`config.mk`:
```
export PLATFORM = sky130hd
export DESIGN_NAME = usb_host_tx
export DESIGN_NICKNAME = d
export VERILOG_FILES = /design/src/rtl/usb_host_tx.sv
export SDC_FILE = /design/constraint.sdc
export NUM_CORES = 1
export LEC_CHECK = 0
export CORE_ASPECT_RATIO = 0.9
export CORE_MARGIN = 1
export CORE_UTILIZATION = 38
export CTS_BUF_LIST = sky130_fd_sc_hd__clkbuf_4
export DETAILED_ROUTE_END_ITERATION = 7
export PLACE_DENSITY_LB_ADDON = 0.05
export SYNTH_ARGS = -nofsm -noshare
export SYNTH_HDL_FRONTEND = slang
export SYNTH_SLANG_ARGS = --single-unit
```
`constraint.sdc`:
```
create_clock -name clk48_host -period 2.7 [get_ports clk48_host]
set_input_delay 0.54 -clock clk48_host [delete_from_list [all_inputs] [get_ports clk48_host]]
set_output_delay 0.54 -clock clk48_host [all_outputs]
set_load 0.02 [all_outputs]
```
`src/rtl/usb_host_tx.sv`:
```
// Host-side USB full-speed transmitter: byte stream in, SYNC + NRZI/bit-stuffed
// data + EOP out on D+/D-, with CLKS_PER_BIT clocks per line symbol.
module usb_host_tx #(
  parameter int CLKS_PER_BIT = 4,
  parameter int STUFF_LIMIT  = 6
) (
  input  logic       clk48_host,
  input  logic       reset,
  input  logic       tx_valid,
  input  logic [7:0] tx_data,
  input  logic       tx_last,
  output logic       tx_ready,
  output logic       usb_d_p_o,
  output logic       usb_d_n_o,
  output logic       usb_tx_en,
  output logic       busy,
  output logic       underrun
);
  localparam int             BCW       = (CLKS_PER_BIT > 1) ? $clog2(CLKS_PER_BIT) : 1;
  localparam logic [BCW-1:0] BC_MAX    = BCW'(CLKS_PER_BIT - 1);
  localparam logic [2:0]     STUFF_MAX = 3'(STUFF_LIMIT);

  typedef enum logic [2:0] {
    S_IDLE, S_SYNC, S_DATA, S_ABORT, S_EOP_SE0, S_EOP_J
  } state_t;

  state_t         r_state, w_state_nxt;
  logic [BCW-1:0] r_bitcnt;
  logic [7:0]     r_shift, r_hold;
  logic [3:0]     r_bitidx;    // bits of the current byte already on the line
  logic [3:0]     r_aux;       // abort / EOP symbol counter
  logic [2:0]     r_stuffcnt;
  logic           r_hold_full, r_hold_last, r_last_acc, r_cur_last;
  logic           r_level;     // NRZI level, 1 = J
  logic           r_dp, r_dn, r_underrun;

  logic w_strobe, w_bound, w_load, w_accept, w_emit, w_data_bit;
  logic w_start, w_stuff, w_adv, w_se0, w_underrun, w_abort_step;
  logic w_eop_again, w_eop_j, w_finish;

  assign w_strobe = (r_state != S_IDLE) && (r_bitcnt == BC_MAX);
  // Byte boundary in SYNC/DATA that is not the end of the packet.
  assign w_bound  = ((r_state == S_SYNC) || (r_state == S_DATA)) && w_strobe &&
                    (r_stuffcnt != STUFF_MAX) && (r_bitidx == 4'd8) && !r_cur_last;
  assign w_load   = w_bound && r_hold_full;
  // New bytes are refused while an aborted packet drains, so IDLE always
  // starts with an empty holding register.
  assign tx_ready = (!r_hold_full || w_load) && !r_last_acc &&
                    ((r_state == S_IDLE) || (r_state == S_SYNC) || (r_state == S_DATA));
  assign w_accept   = tx_valid && tx_ready;
  assign w_emit     = w_adv || w_load;
  assign w_data_bit = w_load ? r_hold[0] : r_shift[0];

  assign usb_d_p_o = r_dp;
  assign usb_d_n_o = r_dn;
  assign usb_tx_en = (r_state != S_IDLE);
  assign busy      = (r_state != S_IDLE);
  assign underrun  = r_underrun;

  // State register.
  always_ff @(posedge clk48_host) begin
    if (reset) r_state <= S_IDLE;
    else       r_state <= w_state_nxt;
  end

  // Next state and per-strobe symbol decisions.
  always_comb begin
    w_state_nxt  = r_state;
    w_start      = 1'b0;
    w_stuff      = 1'b0;
    w_adv        = 1'b0;
    w_se0        = 1'b0;
    w_underrun   = 1'b0;
    w_abort_step = 1'b0;
    w_eop_again  = 1'b0;
    w_eop_j      = 1'b0;
    w_finish     = 1'b0;
    case (r_state)
      S_IDLE: if (w_accept) begin
        w_start     = 1'b1;
        w_state_nxt = S_SYNC;
      end
      S_SYNC, S_DATA: if (w_strobe) begin
        if (r_stuffcnt == STUFF_MAX) w_stuff = 1'b1;
        else if (r_bitidx != 4'd8)   w_adv   = 1'b1;
        else if (r_cur_last) begin
          w_se0       = 1'b1;
          w_state_nxt = S_EOP_SE0;
        end else if (r_hold_full) begin
          w_state_nxt = S_DATA;
        end else begin
          w_underrun  = 1'b1;
          w_state_nxt = S_ABORT;
        end
      end
      S_ABORT: if (w_strobe) begin
        if (r_aux == 4'd8) begin
          w_se0       = 1'b1;
          w_state_nxt = S_EOP_SE0;
        end else begin
          w_abort_step = 1'b1;
        end
      end
      S_EOP_SE0: if (w_strobe) begin
        if (r_aux == 4'd0) w_eop_again = 1'b1;
        else begin
          w_eop_j     = 1'b1;
          w_state_nxt = S_EOP_J;
        end
      end
      S_EOP_J: if (w_strobe) begin
        w_finish    = 1'b1;
        w_state_nxt = S_IDLE;
      end
      default: w_state_nxt = S_IDLE;
    endcase
  end

  // Datapath: bit timer, holding register, shifter, stuffing and line drive.
  always_ff @(posedge clk48_host) begin
    if (reset) begin
      r_bitcnt    <= '0;
      r_shift     <= '0;
      r_hold      <= '0;
      r_bitidx    <= '0;
      r_aux       <= '0;
      r_stuffcnt  <= '0;
      r_hold_full <= 1'b0;
      r_hold_last <= 1'b0;
      r_last_acc  <= 1'b0;
      r_cur_last  <= 1'b0;
      r_level     <= 1'b1;
      r_dp        <= 1'b1;
      r_dn        <= 1'b0;
      r_underrun  <= 1'b0;
    end else begin
      r_underrun <= w_underrun;

      if (w_start)                r_bitcnt <= '0;
      else if (r_state != S_IDLE) r_bitcnt <= (r_bitcnt == BC_MAX) ? '0 : r_bitcnt + 1'b1;

      if (w_load) r_hold_full <= 1'b0;
      if (w_accept) begin
        r_hold      <= tx_data;
        r_hold_last <= tx_last;
        r_hold_full <= 1'b1;
        if (tx_last) r_last_acc <= 1'b1;
      end

      // First SYNC bit (a 0) goes out on the accept edge: J -> K.
      if (w_start) begin
        r_shift    <= 8'h40;
        r_bitidx   <= 4'd1;
        r_stuffcnt <= '0;
        r_cur_last <= 1'b0;
        r_level    <= 1'b0;
        r_dp       <= 1'b0;
        r_dn       <= 1'b1;
      end

      // Stuff bit: a forced 0, so toggle; the shifter holds.
      if (w_stuff) begin
        r_level    <= !r_level;
        r_dp       <= !r_level;
        r_dn       <= r_level;
        r_stuffcnt <= '0;
      end

      if (w_emit) begin
        r_shift  <= w_load ? {1'b0, r_hold[7:1]} : {1'b0, r_shift[7:1]};
        r_bitidx <= w_load ? 4'd1 : r_bitidx + 4'd1;
        if (w_load) r_cur_last <= r_hold_last;
        if (w_data_bit) begin
          r_stuffcnt <= (r_stuffcnt == STUFF_MAX) ? r_stuffcnt : r_stuffcnt + 3'd1;
        end else begin
          r_level    <= !r_level;
          r_dp       <= !r_level;
          r_dn       <= r_level;
          r_stuffcnt <= '0;
        end
      end

      // Abort sends 1s unstuffed: the line simply keeps its level.
      if (w_underrun)   r_aux <= 4'd1;
      if (w_abort_step) r_aux <= r_aux + 4'd1;

      if (w_se0) begin
        r_dp  <= 1'b0;
        r_dn  <= 1'b0;
        r_aux <= 4'd0;
      end
      if (w_eop_again) r_aux <= 4'd1;
      if (w_eop_j) begin
        r_dp <= 1'b1;
        r_dn <= 1'b0;
      end
      if (w_finish) begin
        r_level    <= 1'b1;
        r_stuffcnt <= '0;
        r_last_acc <= 1'b0;
      end
    end
  end
endmodule

```
==> flow_summary.json <==
{
  "core_area_um2": 5255,
  "num_antenna_cells": 0,
  "synth_nets": 267,
  "syn_to_final_growth_pct": 14.74,
  "power_mw": 1.654,
  "critPathMaxFanout": 4,
  "seq_area_frac_synth": 0.3784,
  "grt_pass1_vias": 1648,
  "fin_crit_sh": 0.9354,
  "max_cap_viol_count": 0,
  "cts_buffers": 5,
  "grt_overflow": 0,
  "synthCells": 248,
  "slew_headroom": 0.6493,
  "synth_edf_count": 0,
  "synth-seq-cells": 39,
  "syn_area_um2": 2063,
  "final_cell_mix": "39 x dfxtp_1, 31 x nor2_1, 25 x a21oi_1",
  "final_util": 0.4505,
  "synth_cell_types": 55,
  "path_buf_inv": 2,
  "drt_iter0_markers": 121,
  "io_pins": 18,
  "cp-end-kind": "primary output",
  "gp_congestion": 0.7729,
  "yosys_warnings": 0,
  "firstDrtPassIters": 5,
  "row_count": 25,
  "grtUsageTotal": 0.1858,
  "antenna_left": 0,
  "worstPathArrival_ns": 1.99,
  "irDropWorstVdd_uv": 490.8,
  "slew_viol_final": 0,
  "crit_chain": "inv_1, ha_1, and3b_2, a41o_1, and2_1, dlygate4sd2_1",
  "required_ns": 2.16,
  "htree_num_levels": 2,
  "finalSetupViolations": 0,
  "drc_errors": 0,
  "min_path_type": "reg -> reg",
  "clkLatencyLatePin_ns": 0.36,
  "die_y_um": 71.91,
  "cts_buffer_depth": 2,
  "cp.depth": 6,
  "finalNetCount": 284,
  "max_freq_ghz": 0.3959,
  "grt_max_degree": 18,
  "finalHoldViolations": 0,
  "fill_cells": 530,
  "cts_tree": "done",
  "rsz0062_at_grt": "no",
  "vias": 1790,
  "start_util": 0.3926,
  "min_path_cells": 2,
  "rr_worst_depth": 7,
  "min_period_ns": 2.526,
  "clock-sinks": 39,
  "syn_area_per_cell_um2": 8.319,
  "io_buffers": 17,
  "cp-start-kind": "flop",
  "fin_setup_tns_ns": 0,
  "tightest_slew_ns": 0.5220,
  "synthFlopType": "dfxtp_1",
  "p_leak_nw": 0.8729,
  "root_buffer": "clkbuf_4",
  "die_area_um2": 5729,
  "final_common_cell": "dfxtp_1",
  "wl_um": 4847,
  "path_clk_slew_ns": 0.11,
  "crit_slowest_cell": "dfxtp_1",
  "fin_worst_skew_ns": 0.01405,
  "powerDensity_nw_per_um2": 698.6,
  "outcome": "complete, no violations",
  "antenna_found_initial": 0,
  "grt_pass1_wl_um": 8155,
  "cpPeakStageDelay_ns": 0.40,
  "crit_family": "flip-flops",
  "dieWidth_um": 79.67,
  "vias_per_cell": 5.375,
  "layout-drive-gt1-share": 0.1053,
  "criticalPathCategory": "reg -> out",
  "async_flop_share": 0,
  "dpl.hpwl_um": 3375,
  "ctsHoldBuffers": 0,
  "avgRoutedWirePerCell_um": 14.56
}
sequential cells by signal, indices dropped and copies added, names as in the netlist:
signal and count:
r_aux 4, r_bitcnt 2, r_bitidx 4, r_cur_last 1, r_hold 8, r_hold_full 1
r_hold_last 1, r_last_acc 1, r_level 1, r_shift 7, r_state 3, r_stuffcnt 3
underrun 1, usb_d_n_o 1, usb_d_p_o 1
per-stage QoR:
step	worst slack (ns)	cell area, µm²	cells	hold slack [ns]
after CTS	0.1605	2367	333	0.5045
after floorplan	0.7714	2063	248	0.4552
final	0.1743	2367	333	0.4951
after global placement	0.3765	2290	325	0.4695
after detailed placement	0.3617	2290	325	0.4755
after global routing	0.05381	2367	333	0.5316
layout make-up:
class                   instances  area, µm²  area share
inverters                      11      41.29     0.01744
clock inverters                 3      38.79     0.01638
clock buffers                   5      37.54     0.01586
well taps                      67      83.83     0.03541
multi-input cells             181       1141      0.4820
repair buffers                 27      244.0      0.1031
flip-flops and latches         39      780.7      0.3298
worst min-delay path, delay by kind of cell (launching register included):
family             cells  cell delay [ns]
DFF                    1             0.34
and+or+nand+nor        1             0.07
AOI/OAI and AO/OA      1             0.06
where the power goes:
group	leakage [nW]	internal [mW]	switching [mW]
Combinational	0.513	0.238	0.341
Clock	0.0426	0.191	0.202
Sequential	0.318	0.635	0.0472
routing by layer:
layer	vias up	GRT usage	share of wire
li1	919	-	-
met1	821	0.2782	0.55
met2	41	0.2621	0.40
met3	9	0.03774	0.038
met4	0	0.06465	0.015
met5	-	0	0
path summary, 6_finish.rpt:
kind               start         end  slack [ns]
min           r_shift[1]  r_shift[1]        0.50
max          r_bitidx[0]    tx_ready        0.17
max reg2reg     r_aux[0]    r_aux[3]        0.59
min reg2reg   r_shift[1]  r_shift[1]        0.50
kinds of logic after synthesis:
| family | after synthesis | synth area share |
|---|---|---|
| DFF | 39 | 0.3784 |
| xor gates and xnor gates | 2 | 0.01213 |
| buffers and inverters | 28 | 0.06974 |
| and+or+nand+nor | 107 | 0.2699 |
| muxes | 11 | 0.05337 |
| adders and majority gates | 7 | 0.04245 |
| AOI/OAI and AO/OA | 54 | 0.1740 |
cells in the mapped netlist (all sizes together), types with 4 or more instances:
cell	instances	area (µm²)
inv	11	41.29
dfxtp	39	780.8
nor3b	4	30.03
nand3	15	85.08
ha	7	87.58
o21ai	4	20.01
clkbuf	8	36.29
buf	9	66.31
a21oi	25	125.1
nor3	11	66.32
mux2i	11	110.1
nor2	31	116.4
nand2	22	82.58
repair_timing:
action                                  in CTS  in global routing
gates resized for setup                      2                  0
buffers inserted                             0                  0
endpoints found under the setup margin       1                  0
(Power assumes the default switching activity.)
